### src/rtl/pll_pkg.sv
// Shared PLL constants and a signed saturating clamp.
// Callers sign-extend their operands to SAT_W before clamping.
package pll_pkg;

  localparam logic [31:0] FCW_NOM = 32'h0100_0000;
  localparam logic [31:0] FCW_MIN = 32'h0080_0000;
  localparam logic [31:0] FCW_MAX = 32'h0200_0000;
  localparam logic [31:0] INT_LIM = 32'h0100_0000;

  localparam int SAT_W = 64;

  function automatic logic signed [SAT_W-1:0] sat_clamp(
    input logic signed [SAT_W-1:0] x,
    input logic signed [SAT_W-1:0] lo,
    input logic signed [SAT_W-1:0] hi
  );
    if (x < lo) return lo;
    else if (x > hi) return hi;
    else return x;
  endfunction

endpackage

### src/rtl/dco_feedback_gen_if.sv
// Error-sample input and feedback/status outputs of the DCO.
// master drives the error strobe side; slave is the DCO itself.
interface dco_feedback_gen_if #(
  parameter int WIDTH = 24,
  parameter int ACC_W = 32
);
  logic                    en;
  logic                    err_en;
  logic signed [WIDTH-1:0] err;
  logic                    v_pulse;
  logic                    v_clk;
  logic [ACC_W-1:0]        fcw;
  logic                    locked;

  modport master (
    output en, err_en, err,
    input  v_pulse, v_clk, fcw, locked
  );

  modport slave (
    input  en, err_en, err,
    output v_pulse, v_clk, fcw, locked
  );
endinterface

### src/rtl/nco_phase_acc.sv
// Phase-accumulator NCO: phase += fcw each enabled cycle; carry becomes v_pulse.
// One cycle from wrap to v_pulse; en low freezes phase and forces v_pulse low.
module nco_phase_acc #(
  parameter int ACC_W = 32
) (
  input  logic             clk,
  input  logic             rst,
  input  logic             en,
  input  logic [ACC_W-1:0] fcw,
  output logic             v_pulse,
  output logic             v_clk
);

  logic [ACC_W-1:0] phase;
  logic [ACC_W:0]   sum;

  assign sum   = {1'b0, phase} + {1'b0, fcw};
  assign v_clk = phase[ACC_W-1];

  always_ff @(posedge clk or posedge rst) begin
    if (rst) begin
      phase   <= '0;
      v_pulse <= 1'b0;
    end else if (en) begin
      phase   <= sum[ACC_W-1:0];
      v_pulse <= sum[ACC_W];
    end else begin
      v_pulse <= 1'b0;
    end
  end

endmodule

### src/rtl/dco_feedback_gen.sv
// PI loop filter + NCO regenerating the PFD feedback pulse, with lock detector.
// Sample edge N: filter state at N+1, fcw at N+2; en low freezes everything.
module dco_feedback_gen #(
  parameter int               WIDTH    = 24,
  parameter int               ACC_W    = 32,
  parameter int               KP_SH    = 2,
  parameter int               KI_SH    = 6,
  parameter logic [ACC_W-1:0] FCW_NOM  = pll_pkg::FCW_NOM,
  parameter logic [ACC_W-1:0] FCW_MIN  = pll_pkg::FCW_MIN,
  parameter logic [ACC_W-1:0] FCW_MAX  = pll_pkg::FCW_MAX,
  parameter logic [ACC_W-1:0] INT_LIM  = pll_pkg::INT_LIM,
  parameter int               LOCK_TOL = 4,
  parameter int               LOCK_N   = 8
) (
  input logic               clk,
  input logic               rst,
  dco_feedback_gen_if.slave bus
);

  import pll_pkg::*;

  localparam int SUM_W = ACC_W + 2;
  localparam int CNT_W = $clog2(LOCK_N + 1);

  localparam logic signed [SAT_W-1:0] INT_HI = SAT_W'(INT_LIM);
  localparam logic signed [SAT_W-1:0] INT_LO = -INT_HI;
  localparam logic signed [SAT_W-1:0] FCW_HI = SAT_W'(FCW_MAX);
  localparam logic signed [SAT_W-1:0] FCW_LO = SAT_W'(FCW_MIN);
  localparam logic signed [SUM_W-1:0] NOM_S  = SUM_W'(FCW_NOM);

  logic                    err_en_d;
  logic                    sample;
  logic signed [ACC_W-1:0] err_ext;
  logic signed [ACC_W-1:0] p_term;
  logic signed [ACC_W-1:0] i_term;
  logic signed [ACC_W-1:0] p_reg;
  logic signed [ACC_W-1:0] int_acc;
  logic signed [ACC_W-1:0] int_next;
  logic signed [SUM_W-1:0] int_sum;
  logic signed [SUM_W-1:0] fcw_sum;
  logic [ACC_W-1:0]        fcw_next;
  logic [ACC_W-1:0]        fcw_q;
  logic signed [WIDTH:0]   err_w;
  logic [WIDTH:0]          err_abs;
  logic                    in_tol;
  logic [CNT_W-1:0]        lock_cnt;
  logic                    locked_q;

  // Only the rising edge of the strobe counts, and only while enabled.
  assign sample = bus.en & bus.err_en & ~err_en_d;

  assign err_ext = {{(ACC_W-WIDTH){bus.err[WIDTH-1]}}, bus.err};
  assign p_term  = err_ext >>> KP_SH;
  assign i_term  = err_ext >>> KI_SH;

  // Extra headroom bits guarantee the sums saturate rather than wrap.
  assign int_sum  = SUM_W'(int_acc) + SUM_W'(i_term);
  assign int_next = ACC_W'(sat_clamp(SAT_W'(int_sum), INT_LO, INT_HI));
  assign fcw_sum  = NOM_S + SUM_W'(int_acc) + SUM_W'(p_reg);
  assign fcw_next = ACC_W'(sat_clamp(SAT_W'(fcw_sum), FCW_LO, FCW_HI));

  assign err_w   = {bus.err[WIDTH-1], bus.err};
  assign err_abs = err_w[WIDTH] ? -err_w : err_w;
  assign in_tol  = (err_abs <= (WIDTH+1)'(LOCK_TOL));

  always_ff @(posedge clk or posedge rst) begin
    if (rst) begin
      err_en_d <= 1'b0;
      p_reg    <= '0;
      int_acc  <= '0;
      fcw_q    <= FCW_NOM;
    end else if (bus.en) begin
      err_en_d <= bus.err_en;
      fcw_q    <= fcw_next;
      if (sample) begin
        p_reg   <= p_term;
        int_acc <= int_next;
      end
    end
  end

  always_ff @(posedge clk or posedge rst) begin
    if (rst) begin
      lock_cnt <= '0;
      locked_q <= 1'b0;
    end else if (sample) begin
      if (in_tol) begin
        if (lock_cnt < CNT_W'(LOCK_N)) lock_cnt <= lock_cnt + 1'b1;
        if (lock_cnt >= CNT_W'(LOCK_N - 1)) locked_q <= 1'b1;
      end else begin
        lock_cnt <= '0;
        locked_q <= 1'b0;
      end
    end
  end

  assign bus.fcw    = fcw_q;
  assign bus.locked = locked_q;

  nco_phase_acc #(
    .ACC_W (ACC_W)
  ) u_nco (
    .clk     (clk),
    .rst     (rst),
    .en      (bus.en),
    .fcw     (fcw_q),
    .v_pulse (bus.v_pulse),
    .v_clk   (bus.v_clk)
  );

endmodule

### src/flat_wrapper.sv
// flat-port wrapper written by rule: the top's interface ports become plain ports
module dco_feedback_gen_flat import pll_pkg::*;
#(
  parameter int               WIDTH    = 24,
  parameter int               ACC_W    = 32,
  parameter int               KP_SH    = 2,
  parameter int               KI_SH    = 6,
  parameter logic [ACC_W-1:0] FCW_NOM  = pll_pkg::FCW_NOM,
  parameter logic [ACC_W-1:0] FCW_MIN  = pll_pkg::FCW_MIN,
  parameter logic [ACC_W-1:0] FCW_MAX  = pll_pkg::FCW_MAX,
  parameter logic [ACC_W-1:0] INT_LIM  = pll_pkg::INT_LIM,
  parameter int               LOCK_TOL = 4,
  parameter int               LOCK_N   = 8
)
  (clk, rst, bus_en, bus_err_en, bus_err, bus_v_pulse, bus_v_clk, bus_fcw, bus_locked);
  dco_feedback_gen_if #(.WIDTH(WIDTH), .ACC_W(ACC_W)) bus_i ();
  input logic clk;
  input logic rst;
  input wire logic [$bits(bus_i.en)-1:0] bus_en;
  input wire logic [$bits(bus_i.err_en)-1:0] bus_err_en;
  input wire logic [$bits(bus_i.err)-1:0] bus_err;
  output wire logic [$bits(bus_i.v_pulse)-1:0] bus_v_pulse;
  output wire logic [$bits(bus_i.v_clk)-1:0] bus_v_clk;
  output wire logic [$bits(bus_i.fcw)-1:0] bus_fcw;
  output wire logic [$bits(bus_i.locked)-1:0] bus_locked;
  assign bus_i.en = bus_en;
  assign bus_i.err_en = bus_err_en;
  assign bus_i.err = bus_err;
  assign bus_v_pulse = bus_i.v_pulse;
  assign bus_v_clk = bus_i.v_clk;
  assign bus_fcw = bus_i.fcw;
  assign bus_locked = bus_i.locked;
  dco_feedback_gen #(.WIDTH(WIDTH), .ACC_W(ACC_W), .KP_SH(KP_SH), .KI_SH(KI_SH), .FCW_NOM(FCW_NOM), .FCW_MIN(FCW_MIN), .FCW_MAX(FCW_MAX), .INT_LIM(INT_LIM), .LOCK_TOL(LOCK_TOL), .LOCK_N(LOCK_N)) u_core (.clk(clk), .rst(rst), .bus(bus_i));
endmodule
### config.mk
export PLATFORM = sky130hd
export DESIGN_NAME = dco_feedback_gen_flat
export DESIGN_NICKNAME = d
export VERILOG_FILES = /design/src/rtl/pll_pkg.sv /design/src/rtl/dco_feedback_gen_if.sv /design/src/rtl/nco_phase_acc.sv /design/src/rtl/dco_feedback_gen.sv /design/src/flat_wrapper.sv
export SDC_FILE = /design/constraint.sdc
export NUM_CORES = 1
export LEC_CHECK = 0
export ABC_AREA = 1
export CAP_MARGIN = 30
export CORE_ASPECT_RATIO = 0.9
export CORE_MARGIN = 3
export CORE_UTILIZATION = 40
export DETAILED_ROUTE_END_ITERATION = 6
export HOLD_SLACK_MARGIN = 0.05
export PLACE_DENSITY = 0.55
export SLEW_MARGIN = 20
export SYNTH_ARGS = -nofsm -noshare
export SYNTH_HDL_FRONTEND = slang
export SYNTH_SLANG_ARGS = --single-unit
### constraint.sdc
create_clock -name clk -period 4.5 [get_ports clk]
set_clock_uncertainty 0.1 [all_clocks]
set_input_delay 0.9 -clock clk [delete_from_list [all_inputs] [get_ports clk]]
set_output_delay 0.9 -clock clk [all_outputs]
set_load 0.03 [all_outputs]
==> impl_metrics.json <==
{
  "whs_path_depth": 2,
  "avgSynthCellArea_um2": 6.094,
  "r2r_end": "u_core.bus.fcw[7]$_DFFE_PP0P_",
  "place.port_buffers": 62,
  "place_ws_ns": 0.2878,
  "grt_max_degree": 75,
  "clockPowerShare_pct": 16.8,
  "power.internal_w": 0.004384,
  "ys.flop_type": "dfrtp_1",
  "finalSetupViolCount": 0,
  "worstSetupEndpointType": "register",
  "async_reset_ff_share_pct": 100.0,
  "fp.dieH_um": 176.3,
  "setup-tns-final_ns": 0,
  "cts_tree": "yes",
  "syn_inst": 2115,
  "drt_iter0_markers": 1155,
  "postRouteWirelength_um": 38200,
  "place.gp.congestion": 0.9416,
  "cts.path.max_buffers": 2,
  "n_antenna_cell": 0,
  "worstSetupPathType": "register to register",
  "period_needed_ns": 3.812,
  "clkSlewWorstSetupHoldPaths_ns": 0.06,
  "holdCritStartpoint": "u_core.err_en_d$_DFFE_PP0P_",
  "min_to": "u_core.err_en_d$_DFFE_PP0P_",
  "worst_r2r_path_depth": 20,
  "dieArea_mm2": 0.03441,
  "ys_warn_count": 0,
  "required_ns": 4.77,
  "synth-seq-area-share_pct": 24.28,
  "ios": 63,
  "drv_cap": 0,
  "num_vias": 12970,
  "outcome": "complete, but fails checks",
  "syn_area_mm2": 0.01289,
  "violations": "design-rule violations",
  "switching_share_pct": 51.18,
  "initial_utilization_pct": 41.19,
  "yosys.area.top_type": "dfrtp_1",
  "tightest_slew_ns": 0.8870,
  "p_leak_nw": 8.323,
  "avgRoutedWirePerCell_um": 14.72,
  "clock_latency_ns": 0.43,
  "ir_drop_mv": 0.3277,
  "startpoint_type": "register",
  "ant_nets": 0,
  "drv_slew": 0,
  "critPathMaxFanout": 25,
  "rows": 61,
  "drive_gt1_share_pct": 3.477,
  "postCtsHoldBufs": 0,
  "antenna_found_initial": 0,
  "timing.critical_path.from": "u_core.int_acc[1]$_DFFE_PP0P_",
  "fin_crit_sh_pct": 84.70,
  "pwr-share-comb_pct": 62.3,
  "finalWorstSetupSlack_ns": 0.6884,
  "synth_edf_count": 0,
  "post_dp_cell_area_mm2": 0.01393,
  "finalHoldViolCount": 0,
  "fmax_ghz": 0.2624,
  "netSwitchingPower_w": 0.004596,
  "die_w_um": 195.2,
  "grt_pass1_vias": 12090,
  "rsz0062_at_grt": "false",
  "cts_setup_buffers": 0,
  "ys_seq_elements": 125,
  "post_cts_resized": 0,
  "num-nets-final": 2335,
  "relSlewSlack_pct": 40.78,
  "cts_max_level": 4,
  "synth_top_area_share_pct": 24.08,
  "grt_pass1_wl_um": 62270,
  "via_per_inst": 4.999,
  "p_per_area_mw_per_mm2": 616.3,
  "cp_data_arrival_time_ns": 4.08,
  "hold_path_class": "register to register",
  "synthDistinctLibCells": 46,
  "synth_fp_nets": 2276,
  "area_growth_pct": 13.05,
  "r2r-start": "u_core.int_acc[1]$_DFFE_PP0P_",
  "drcViolationCount": 1,
  "rrSetupSlack_ns": 0.69,
  "dp_hpwl_um": 30900,
  "grt.total_usage_pct": 22.32,
  "cts_inserted_buffers": 17,
  "cts_root_buffer": "clkbuf_16",
  "clock_sinks": 125,
  "grt_overflow_total": 0,
  "coreArea_mm2": 0.03129,
  "fillerInstances": 3356,
  "holdWs_ns": 0.3704,
  "fin_area_mm2": 0.01457,
  "synth_area_leaders": "dfrtp_1 (24%), nand2_1 (23%), ha_1 (13%)",
  "drt_pre_antenna_iters": 7,
  "seqPwrFrac_pct": 20.9
}
## stage by stage
stage          instances  total power (W)  util, %
2_1_floorplan       2115         0.005926        -
3_3_place_gp        2564         0.007372    44.53
3_5_place_dp        2564         0.007399    44.53
4_1_cts             2595         0.008976    46.56
5_1_grt             2595         0.009854    46.56
6_report            2595         0.008980    46.56
## logic make-up (layout without fill, tap and decap cells)
kind of cell | Yosys count | count (layout) | synth area share (%)
XOR/XNOR | 50 | 50 | 3.398
AO/OA/AOI/OAI | 200 | 200 | 8.640
AND/OR/NAND/NOR | 1246 | 1246 | 39.68
flip-flops | 125 | 125 | 24.28
adder cells (fa/ha/maj) | 133 | 133 | 13.09
buffers and inverters | 361 | 432 | 10.92
## Yosys cell counts (3+ instances only)
| cell | number |
|---|---|
| nand2_1 | 798 |
| inv_1 | 327 |
| nor2_1 | 198 |
| nand3_1 | 163 |
| ha_1 | 130 |
| dfrtp_1 | 124 |
| a21oi_1 | 80 |
| o21ai_0 | 74 |
| xor2_1 | 37 |
| clkbuf_1 | 21 |
| nand4_1 | 21 |
| nand3b_1 | 16 |
| nor3_1 | 16 |
| xnor2_1 | 13 |
| o21bai_1 | 12 |
| nand2_2 | 11 |
| a31oi_1 | 9 |
| or2_2 | 8 |
| buf_6 | 6 |
| a21o_1 | 5 |
| o21a_1 | 4 |
| o31ai_1 | 4 |
| a21oi_2 | 3 |
| fa_1 | 3 |
| inv_2 | 3 |
| nor4_1 | 3 |
## worst max-delay path by stage
stage,to,depth (start not counted)
after floorplan,u_core.bus.fcw[0]$_DFFE_PP0P_,1
after global placement,u_core.int_acc[0]$_DFFE_PP0P_,18
after detailed placement,u_core.int_acc[22]$_DFFE_PP0P_,23
after CTS,u_core.int_acc[22]$_DFFE_PP0P_,23
after global routing,u_core.int_acc[2]$_DFFE_PP0P_,23
final,u_core.bus.fcw[7]$_DFFE_PP0P_,20
## critical path, cell delays in order, from the launching register on
cell and delay [ns]:
dfrtp_1 0.44, ha_1 0.32, ha_1 0.26, fa_1 0.46, nand2_1 0.14, nand2_1 0.08
nand3_1 0.10, nand2_1 0.14, nand2_1 0.11, nand2_1 0.14, nand2_1 0.09, nand2_1 0.07
nor2_1 0.09, nand2_1 0.05, nor2_1 0.25, nand3_1 0.11, nor2_1 0.10, nand2_1 0.07
nand2_2 0.37, nand2_1 0.18, nand2_1 0.09
## routing by layer
metal	wire [µm]	share of wire, %	up-vias	global-route usage [%]
met3	2104	5.5	25	3.454
met5	0	0	-	0
met1	20060	53	5862	34.39
li1	-	-	6763	-
met4	405	1.1	0	4.010
met2	15630	41	322	33.25
## cell type report
type | instances | area, µm² | area share (%)
clock buffer | 19 | 452.9 | 3.109
clock inverter | 12 | 182.7 | 1.254
inverter | 330 | 1241 | 8.519
multi-input combinational | 1629 | 8352 | 57.32
sequential | 125 | 3129 | 21.48
tap | 409 | 511.7 | 3.512
timing repair buffer | 71 | 700.7 | 4.809
## placed cells by master (no fill, tap or decap), types with 4 or more instances in the layout
master	count
a21o_1	5
a21oi_1	80
a31oi_1	9
buf_4	8
bufinv_16	4
clkbuf_16	17
clkdlybuf4s50_1	62
dfrtp_1	124
ha_1	130
inv_1	324
inv_2	5
nand2_1	798
nand2_2	11
nand3_1	163
nand3b_1	16
nand4_1	21
nor2_1	198
nor3_1	16
o21a_1	4
o21ai_0	74
o21bai_1	12
o31ai_1	4
or2_2	8
xnor2_1	13
xor2_1	37
## power by group through the flow
stage	logic [W]	clock network [W]	registers, W
final	0.00560	0.00151	0.00187
after global placement	0.00547	0	0.00190
after global routing	0.00633	0.00160	0.00193
after detailed placement	0.00550	0	0.00190
after floorplan	0.00397	0	0.00195
after CTS	0.00554	0.00154	0.00189
(Power assumes the default switching activity.)
